## config.mk

```make
export PLATFORM = sky130hd
export DESIGN_NAME = reg_bank_param
export DESIGN_NICKNAME = d
export VERILOG_FILES = /design/src/rtl/reg_bank_param.sv
export SDC_FILE = /design/constraint.sdc
export NUM_CORES = 1
export LEC_CHECK = 0
export ABC_AREA = 1
export CAP_MARGIN = 10
export CORE_MARGIN = 10
export CORE_UTILIZATION = 30
export CTS_CLUSTER_SIZE = 10
export DETAILED_ROUTE_END_ITERATION = 8
export PLACE_DENSITY = 0.42
export REMOVE_ABC_BUFFERS = 1
export SYNTH_ARGS = -nofsm -noshare
export SYNTH_HDL_FRONTEND = slang
export SYNTH_SLANG_ARGS = --single-unit
```

## constraint.sdc

```tcl
create_clock -name clk -period 3 [get_ports clk]
set_input_delay 0.6 -clock clk [delete_from_list [all_inputs] [get_ports clk]]
set_output_delay 0.6 -clock clk [all_outputs]
set_load 0.01 [all_outputs]
```

## src/rtl/reg_bank_param.sv

```systemverilog
// Parametrised register file: full/low/high-half write port, two registered read ports with bypass.
// Tracks pending writes per register in a scoreboard; set beats same-cycle clear.
module reg_bank_param #(
  parameter int WIDTH    = 32,
  parameter int ADDR_W   = 4,
  parameter int ZERO_REG = 0
) (
  input  logic              clk,
  input  logic              rst_n,
  input  logic [1:0]        wr_mode,
  input  logic [ADDR_W-1:0] wr_addr,
  input  logic [WIDTH-1:0]  wr_data,
  input  logic              rd_en,
  input  logic [ADDR_W-1:0] rd_addr_a,
  input  logic [ADDR_W-1:0] rd_addr_b,
  output logic [WIDTH-1:0]  rd_data_a,
  output logic [WIDTH-1:0]  rd_data_b,
  output logic              rd_valid,
  output logic              busy_a,
  output logic              busy_b,
  input  logic              sb_set,
  input  logic [ADDR_W-1:0] sb_addr
);

  localparam int DEPTH = 1 << ADDR_W;
  localparam int HALF  = WIDTH / 2;
  localparam bit ZR    = (ZERO_REG != 0);

  logic [WIDTH-1:0] regs_q [DEPTH];
  logic [WIDTH-1:0] regs_d [DEPTH];
  logic [DEPTH-1:0] sb_q, sb_d;
  logic [WIDTH-1:0] rd_data_a_q, rd_data_a_d;
  logic [WIDTH-1:0] rd_data_b_q, rd_data_b_d;
  logic             busy_a_q, busy_a_d;
  logic             busy_b_q, busy_b_d;
  logic             rd_valid_q;

  logic             wr_en, sb_en, zero_a, zero_b;
  logic [WIDTH-1:0] merged;

  assign wr_en  = (wr_mode != 2'b00) && !(ZR && wr_addr == '0);
  assign sb_en  = sb_set && !(ZR && sb_addr == '0);
  assign zero_a = ZR && rd_addr_a == '0;
  assign zero_b = ZR && rd_addr_b == '0;

  always_comb begin
    case (wr_mode)
      2'b01:   merged = wr_data;
      2'b10:   merged = {regs_q[wr_addr][WIDTH-1:HALF], wr_data[HALF-1:0]};
      default: merged = {wr_data[HALF-1:0], regs_q[wr_addr][HALF-1:0]};
    endcase
  end

  // Reads index the post-update state, so bypass and post-update busy fall out directly.
  always_comb begin
    regs_d      = regs_q;
    sb_d        = sb_q;
    rd_data_a_d = rd_data_a_q;
    rd_data_b_d = rd_data_b_q;
    busy_a_d    = busy_a_q;
    busy_b_d    = busy_b_q;
    if (wr_en) begin
      regs_d[wr_addr] = merged;
      sb_d[wr_addr]   = 1'b0;
    end
    if (sb_en) sb_d[sb_addr] = 1'b1;
    if (rd_en) begin
      rd_data_a_d = zero_a ? '0 : regs_d[rd_addr_a];
      rd_data_b_d = zero_b ? '0 : regs_d[rd_addr_b];
      busy_a_d    = zero_a ? 1'b0 : sb_d[rd_addr_a];
      busy_b_d    = zero_b ? 1'b0 : sb_d[rd_addr_b];
    end
  end

  always_ff @(posedge clk or negedge rst_n) begin
    if (!rst_n) begin
      for (int i = 0; i < DEPTH; i++) regs_q[i] <= '0;
      sb_q        <= '0;
      rd_data_a_q <= '0;
      rd_data_b_q <= '0;
      busy_a_q    <= 1'b0;
      busy_b_q    <= 1'b0;
      rd_valid_q  <= 1'b0;
    end else begin
      for (int i = 0; i < DEPTH; i++) regs_q[i] <= regs_d[i];
      sb_q        <= sb_d;
      rd_data_a_q <= rd_data_a_d;
      rd_data_b_q <= rd_data_b_d;
      busy_a_q    <= busy_a_d;
      busy_b_q    <= busy_b_d;
      rd_valid_q  <= rd_en;
    end
  end

  assign rd_data_a = rd_data_a_q;
  assign rd_data_b = rd_data_b_q;
  assign busy_a    = busy_a_q;
  assign busy_b    = busy_b_q;
  assign rd_valid  = rd_valid_q;

endmodule

```

# Word level (Yosys, flattened, before mapping)
# Cells that the tools add are included.
# word_totals
ff_bits,595
word_cells,68
in_bits,54
output_inout_bits,67
# classes
n_reduce_logical,4
n_bitwise,6
mux,24
magnitude_cmp,10
n_eq_ne,2
# ops
cell,count
$bwmux W512,1
$mux W512,1
$bmux W32 S4,3
$mux W32,7
$demux W32 S4,1
$pmux W32 S2,1
$mux W16,2
$lt A4 B5 Y1 const B,4
$and A16 B16 Y16,1
$not A16 Y16,1
$or A16 B16 Y16,1
$ge A5 B5 Y1 const B,3
$not A4 Y5,3
$bmux W1 S4,2
$demux W1 S4,2
$ge A4 B1 Y1 const B,2
$lt A5 B1 Y1 const B,1
$mux W1,4
$logic_and A1 B1 Y1,3
$eq A2 B1 Y1 const B,1
$eq A2 B2 Y1 const B,1
$reduce_bool A2 Y1,1

# Logic depth before layout (Yosys ltp)
# Gate-level depths: netlist (run 1).
# logic_depth
ltp_word,11
depth_mapped,21
depth_no_buf,17

# Worst setup path before layout (run 1)
# No wires, ideal clock.
# synth_path
path_type,in2reg
startpoint,input port wr_mode[0]
endpoint,register rd_data_a_q[13] (netlist: rd_data_a[13])
arrival_ps,2558
setup_time_ps,117
t_required_ps,2883
path_stages,17
path_slack_ps,325
n_path_buf,3
cell_sequence,inv_1 -> ha_1 -> buf_2 -> inv_1 -> nor2_1 -> buf_4 -> nand2_1 -> clkbuf_1 -> nand3_1 -> nand3_1 -> nand3_1 -> nand2_1 -> nand2_1 -> nand3_1 -> nand2_1 -> nand2_1 -> nand2_1
# synth_via
elab_chain_cells,7
word_cells_on_any_way,9
classes_between,eq/ne: 2; mux: 6; reduce/logical: 1
# synth_rtl
item,line,rtl
start: declaration,10,"input logic [1:0] wr_mode,"
$eq A2 B2 Y1 / $eq A2 B1 Y1 (equally long branches),47,case (wr_mode)
$pmux W32 S2,47,
$bwmux W512,63,regs_d[wr_addr] = merged;
$mux W512 (*),62,if (wr_en) begin
$bmux W32 S4 (*),68,rd_data_a_d = zero_a ? '0 : regs_d[rd_addr_a];
$mux W32 (implied by the code) (*) (2 in series),68,
end signal: assignment,87,rd_data_a_q <= rd_data_a_d;
end: declaration,32,"logic [WIDTH-1:0] rd_data_a_q, rd_data_a_d;"
# Mark *: on every way between the ends. The rest lies on a longest branch, timed or not. The select of a mux whose other input is x is not followed.
# A chain may end at the register's enable or synchronous reset.

# Final worst setup path (run 1)
# layout_path
startpoint,input port wr_addr[1]
endpoint,register rd_data_a_q[7] (netlist: rd_data_a[7])
# layout_via
elab_chain_cells,10
word_cells_on_any_way,15
classes_between,order compare: 2; mux: 11; bitwise: 1; reduce/logical: 1
# layout_rtl
item,line,rtl
start: declaration,11,"input logic [ADDR_W-1:0] wr_addr,"
$not A4 Y5 (implied by the code) (*),"50, 63",
"$ge A5 B5 Y1 (implied by the code), or another cell as far along",63,
$logic_and A1 B1 Y1 (implied by the code) / $mux W32 (equally long branches),"63, 50",
$mux W32 (on tied branches),"63, 50",
$demux W32 S4 / $pmux W32 S2 (equally long branches),"63, 47",
$bwmux W512 (*),63,
$mux W512 (*),62,
$bmux W32 S4 (*),68,
$mux W32 (implied by the code) (*) (2 in series),68,
# Marked as above.

==> run metrics, run 1 <==
placed wire-length estimate after detailed placement=146 mm; starting density of the core=0.301; CTS tree=done; flop and latch count out of synthesis=roughly 600; unrepaired setup endpoints after global routing=false; Worst Max-Slew Pin Slew=822 ps; path type of the worst setup path=input port to register; row count=136; leading cell type in the layout, fill and taps excluded=sky130_fd_sc_hd__nand3_1; via density per instance=5.58; global-route wire length before repair=roughly 330 mm; proportion of power drawn by combinational gates=0.343; mean area per synthesized cell=between 6 and 7 sq um; routed via count=49200; maximum number of pins on one net before global-route repair=87; top cells by area in the synthesized netlist=sky130_fd_sc_hd__dfrtp_1 (36%), sky130_fd_sc_hd__nand3_1 (28%), sky130_fd_sc_hd__nand2_1 (19%); busiest layer in global routing=met2; count of mapped cells out of synthesis=6454; internal power=~20000 uW; worst min-delay path class=input port to register; vias in the first global route=47500; Routed wire per std cell=roughly 26 um; buffer type at the clock tree root=sky130_fd_sc_hd__clkbuf_16; outcome=finished, final reports clean; Max Transition Viols Final=0; worst path bufs/invs=4; critical path data required time=between 3000 and 4000 ps; standby leakage power=0.0274 uW; Final Hold Fails=0; fin worst setup slack=210 ps; power share of the sequential group=0.338; power share of the clock group=0.319; share of total power consumed by net switching=0.367; first-pass iteration count of the detailed router=6; WL final=about 230 mm; startpoint of the most critical register-to-register path=regs_q[489]$_DFF_PN0_; cell taking the most area after synthesis=sky130_fd_sc_hd__dfrtp_1; placer's final routability congestion estimate=0.879; area of the die=153000 sq um; Core Box Area=137000 sq um; initial DRC count=just under 6000; distinct cell type count of the synthesized netlist=27; sw power=between 10000 and 15000 uW; Hold WS=288 ps; area fraction of the dominant cell type after synthesis=0.360; signal arrival time at the worst endpoint=3380 ps; DIE HEIGHT=between 300 and 400 um; post-placement worst setup slack=-803 ps; worst-path fanout max=9; Crit path largest cell delay=450 ps; standard cell with the maximum stage delay on the critical path=sky130_fd_sc_hd__o21ai_2; Worst-Skew Late Latency=720 ps; quantity of I/O buffers inserted on ports=120; max_slew headroom=0.452; Critical Path Sink Type=register; cells along the critical path=buf_4 -> buf_4 -> nand2_2 -> clkinv_1 -> buf_4 -> nand2_1 -> nand4_1 -> nand2_1 -> nand2_1 -> o21ai_2 -> nand3_1 -> nand3_1 -> nand3_1 -> nand2_1 -> nand2_1 -> nand3_1 -> nand2_1 -> nand2_1 -> nand2_1; Worst Skew=29.3 ps; critical path startpoint=wr_addr[1]; worst hold path startpoint=rd_en; antenna violation net count after detailed routing=0; total number of nets in the final design=7026; all-layer global routing usage=0.288; Max VDD drop=between 0.0004 and 0.0005 V; final critical-path share of the clock period=0.930; GRT met2 Usage=0.456; register area share after synthesis=0.360; critical path startpoint category=input port; antenna violations before repair=5; H-tree depth=3; sum of negative setup slack=0 ps; number of top-level pins=121; GRT met3 Usage=0.0491; Layout fillers=14600; final core utilization=0.394; Layout area overhead=30.7%; deepest clock path buffer count=3; PD cells=589 nW/um^2; die extent in x=about 390 um; highest attainable clock frequency=0.358 GHz; Ys Warns=0; fraction of layout instances using a drive strength above 1=0.160; Worst path top cell family by delay=simple AND/OR/NAND/NOR gates; Tmin final=about 2800 ps; count of endpoints failing setup in the final report=0; CTS sink count=595; GRT Residual Overflow=0; register clock-pin slew on the reported worst setup and hold paths=60 ps; Top cell by count, worst path=sky130_fd_sc_hd__nand2_1; total DRC errors in the routed layout=0; commonest cells after routing, fill and taps aside=sky130_fd_sc_hd__nand3_1 (2317), sky130_fd_sc_hd__nand2_1 (2121), sky130_fd_sc_hd__buf_4 (600); count of maximum capacitance violations=0; met1 Resource Use GR=0.390; post-synthesis instance area=41400 sq um; TritonCTS Buffers=83
metal layers:
metal  routed length, um  up-vias
li1                    -    22500
met1               97900    23600
met2              101000     2616
met3               20000      506
met4                9250        2
met5                  20        -
through the flow:
stage               area [sq um]  power [uW]  std cells
global route               54100       33700       8820
global placement           51400       21600       8676
CTS                        54100       31900       8819
floorplan                  39200       17000       5962
detailed placement         51400       21600       8676
finish                     54100       31900       8822
synthesized netlist by cell type, drive strengths merged:
library cell and count:
a32o 2, o221ai 5, nand3 2317, buf 262
o21ai 58, a21oi 64, inv 175, dfrtp 595
clkinv 6, nand4 18, and2 241, o211ai 3
clkbuf 230, a31oi 2, nor2 225, a22oi 3
or2 121, nand2 2124, ha 3
power groups by stage:
stage | combinational [uW] | clock, uW | sequential, uW
after global routing | 12100 | 10700 | 11000
after global placement | 10700 | 0 | 10800
after floorplan | 6310 | 0 | 10700
after CTS | 10800 | 10400 | 10700
final | 10900 | 10200 | 10800
after detailed placement | 10800 | 0 | 10800
area by class of cell:
cell class	instances	area [sq um]	area share
diodes	2	5.00	0.0000925
clock buffers	126	2470	0.0457
flip-flops and latches	595	14900	0.275
multi-input cells	5186	23800	0.440
well taps	1794	2240	0.0415
repair buffers	922	9790	0.181
clock inverters	16	191	0.00354
inverters	181	716	0.0132
tightest hold or removal path, delay by kind of cell:
family	cells	cell delay, ps
buf+inv	1	200
simple gates	2	130
sequential cells by signal (all words and copies together), names as in the netlist:
name and flops:
sb_q 16, rd_data_a 32, busy_a 1, regs_q 512
busy_b 1, rd_valid 1, rd_data_b 32
kinds of logic (layout without fill, tap and decap cells):
kind of cell | after synthesis | after routing | share of synthesized area
adders and majority gates | 3 | 3 | 0.000907
buffers and inverters | 673 | 1245 | 0.0691
DFF | 595 | 595 | 0.360
and+or+nand+nor | 5046 | 5046 | 0.551
AOI/OAI and AO/OA | 137 | 137 | 0.0190
other | 0 | 2 | 0
worst paths after layout:
path | end | slack (ps) | cells past startpoint
setup / recovery | rd_data_a[7]$_DFFE_PN0P_ | 210 | 19
hold reg to reg | rd_data_b[12]$_DFFE_PN0P_ | 470 | 2
hold / removal | rd_data_b[25]$_DFFE_PN0P_ | 290 | 3
max in group asynchronous | regs_q[180]$_DFF_PN0_ | 1650 | 3
setup reg to reg | rd_data_a[9]$_DFFE_PN0P_ | 470 | 16
min in group asynchronous | regs_q[343]$_DFF_PN0_ | 410 | 2
repair_timing:
action                                 CTS  global route
pin swaps                                0             1
buffers inserted                         0             1
resized for setup                        1             0
endpoints found under the hold margin   27             0
setup endpoints to repair                2             2
hold buffers                             1             0
Note: power is estimated with default switching activity, not from simulation.
==> run 2, diff against run 1 <==
--- a/config.mk
+++ b/config.mk
@@ -9,10 +9,11 @@
 export CAP_MARGIN = 10
 export CORE_MARGIN = 10
 export CORE_UTILIZATION = 30
-export CTS_CLUSTER_SIZE = 10
+export CTS_CLUSTER_SIZE = 12
 export DETAILED_ROUTE_END_ITERATION = 8
 export PLACE_DENSITY = 0.42
 export REMOVE_ABC_BUFFERS = 1
+export SETUP_SLACK_MARGIN = 0.2
 export SYNTH_ARGS = -nofsm -noshare
 export SYNTH_HDL_FRONTEND = slang
 export SYNTH_SLANG_ARGS = --single-unit
==> run metrics, run 2 (same netlist as run 1, synthesis figures left out) <==
outcome=finished, final reports clean; Hold Crit Endpoint=rd_data_a[25]$_DFFE_PN0P_; total number of nets in the final design=7034; antenna violation net count after detailed routing=0; H-tree depth=3; signal arrival time at the worst endpoint=3320 ps; share of total power consumed by net switching=0.366; starting density of the core=0.301; Max Transition Viols Final=0; final critical-path share of the clock period=0.893; global-route wire length before repair=329 mm; max FFs per register=512; register ranked first by flip-flop count=regs_q; number of top-level pins=121; fraction of layout instances using a drive strength above 1=0.162; Top Layer Used=met5; CTS tree=done; highest attainable clock frequency=0.373 GHz; Tmin final=between 2000 and 3000 ps; first-pass iteration count of the detailed router=6; max_slew headroom=0.436; Layout area overhead=31.2%; GRT Residual Overflow=0; sum of negative setup slack=0 ps; all-layer global routing usage=0.288; Worst Skew=26.8 ps; worst min-delay path class=input port to register; destination of the worst register-to-register timing path=rd_data_a[9]$_DFFE_PN0P_; Met3 Wirelength=roughly 20 mm; power share of the clock group=0.318; maximum number of pins on one net before global-route repair=87; die extent in x=around 390 um; routed via count=49200; depth of the worst register-to-register path=16; buffer type at the clock tree root=sky130_fd_sc_hd__clkbuf_16; worst-path fanout max=18; register clock-pin slew on the reported worst setup and hold paths=60 ps; standby leakage power=0.0274 uW; row count=about 140; Core Box Area=137000 sq um; commonest cells after routing, fill and taps aside=sky130_fd_sc_hd__nand3_1 (2314), sky130_fd_sc_hd__nand2_1 (2120), sky130_fd_sc_hd__buf_4 (600); vias in the first global route=around 48000; Worst Max-Slew Pin Slew=845 ps; total non-filler cell area in the finished layout=~54000 sq um; Max VDD drop=0.000413 V; proportion of power drawn by combinational gates=0.344; via density per instance=5.58; post-placement worst setup slack=-803 ps; power share of the sequential group=0.338; internal power=20200 uW; deepest clock path buffer count=3; PD cells=587 nW/um^2; Final Hold Fails=0; total DRC errors in the routed layout=0; DIE HEIGHT=391 um; initial DRC count=around 6000; count of maximum capacitance violations=0; CTS sink count=595; fin worst setup slack=about 320 ps; antenna violations before repair=6; TritonCTS Buffers=83; startpoint of the most critical register-to-register path=regs_q[489]$_DFF_PN0_; met2 layer wire length in the routed design=just over 100 mm; leading cell type in the layout, fill and taps excluded=sky130_fd_sc_hd__nand3_1; area of the die=roughly 150000 sq um; unrepaired setup endpoints after global routing=true; Worst-Skew Late Latency=720 ps; cell depth of the worst min-delay path=3; Hold WS=297 ps; critical path startpoint category=input port; quantity of I/O buffers inserted on ports=120; WL final=228 mm; placed wire-length estimate after detailed placement=146 mm; Routed wire per std cell=between 20 and 30 um; routed metal-1 wire length=98.1 mm; count of endpoints failing setup in the final report=0; path type of the worst setup path=input port to register; Critical Path Sink Type=register; R2R setup slack=620 ps; critical path data required time=3640 ps; sw power=11700 uW; placer's final routability congestion estimate=0.879; area post-placement=51400 sq um; worst hold path startpoint=rd_en
## run 2: cell count changes in the layout (fill, tap and decap cells not counted), moves of 4 or more
cell | previous run | this run
sky130_fd_sc_hd__buf_6 | 3 | 7
sky130_fd_sc_hd__o21ai_2 | 14 | 9
sky130_fd_sc_hd__o21ai_4 | 1 | 6
sky130_fd_sc_hd__buf_12 | 205 | 209
## run 2: worst max-delay path, cell delays in order
cell and delay [ps]:
sky130_fd_sc_hd__clkdlybuf4s50_1 490, sky130_fd_sc_hd__inv_1 70, sky130_fd_sc_hd__ha_2 260, sky130_fd_sc_hd__nor2_1 130, sky130_fd_sc_hd__inv_1 150, sky130_fd_sc_hd__buf_4 180
sky130_fd_sc_hd__nor2_4 190, sky130_fd_sc_hd__buf_12 250, sky130_fd_sc_hd__buf_4 190, sky130_fd_sc_hd__nand3_1 130, sky130_fd_sc_hd__nand3_1 120, sky130_fd_sc_hd__nand3_1 90
sky130_fd_sc_hd__nand3_1 120, sky130_fd_sc_hd__nand3_1 80, sky130_fd_sc_hd__nand2_1 110, sky130_fd_sc_hd__nand2_1 70, sky130_fd_sc_hd__nand2_1 70
## run 2: routing by layer
layer,vias up,global-route usage
met5,-,0
met4,2,0.112
met3,503,0.0491
met2,2593,0.456
met1,23600,0.390
li1,22500,-
## run 2: how the worst max path moves through the flow
| stage | from | slack [ps] | end | depth (start not counted) |
|---|---|---|---|---|
| finish | wr_mode[0] | 320 | rd_data_a[31]$_DFFE_PN0P_ | 17 |
| global route | wr_addr[2] | 170 | rd_data_b[31]$_DFFE_PN0P_ | 20 |
| CTS | wr_mode[0] | 280 | rd_data_a[16]$_DFFE_PN0P_ | 17 |
| detailed placement | wr_addr[1] | -800 | rd_data_b[1]$_DFFE_PN0P_ | 19 |
| global placement | wr_addr[1] | -930 | rd_data_b[1]$_DFFE_PN0P_ | 19 |
| floorplan | wr_addr[0] | -2880 | rd_data_b[27]$_DFFE_PN0P_ | 14 |
## run 2: per-stage QoR
stage / power [uW] / std cells / utilization
final: 31900 / 8830 / 0.395
after global placement: 21600 / 8676 / 0.374
after global routing: 33800 / 8828 / 0.395
after floorplan: 17000 / 5962 / -
after CTS: 31900 / 8820 / 0.394
after detailed placement: 21600 / 8676 / 0.374
## run 2: final cells by class
class	count	area (sq um)
fill	14600	83000
multi-input combinational	5186	23900
sequential	595	14900
timing repair buffer	930	9910
clock buffer	126	2470
tap	1794	2240
inverter	181	724
clock inverter	16	191
antenna	2	5.00
## run 2: power by group through the flow
stage                     Clock, uW  Combinational, uW  Sequential, uW
final                         10100              11000           10800
after global routing          10700              12100           10900
after CTS                     10400              10800           10700
after detailed placement          0              10800           10800
after global placement            0              10700           10800
after floorplan                   0               6310           10700
## run 2: what timing repair did
item | 4_1_cts | 5_1_grt
gates resized for setup | 1 | 23
hold buffers | 1 | 0
hold endpoints to repair | 27 | 0
gates cloned | 0 | 0
setup buffers | 1 | 8
setup endpoints to repair | 2 | 59
pin swaps | 1 | 8
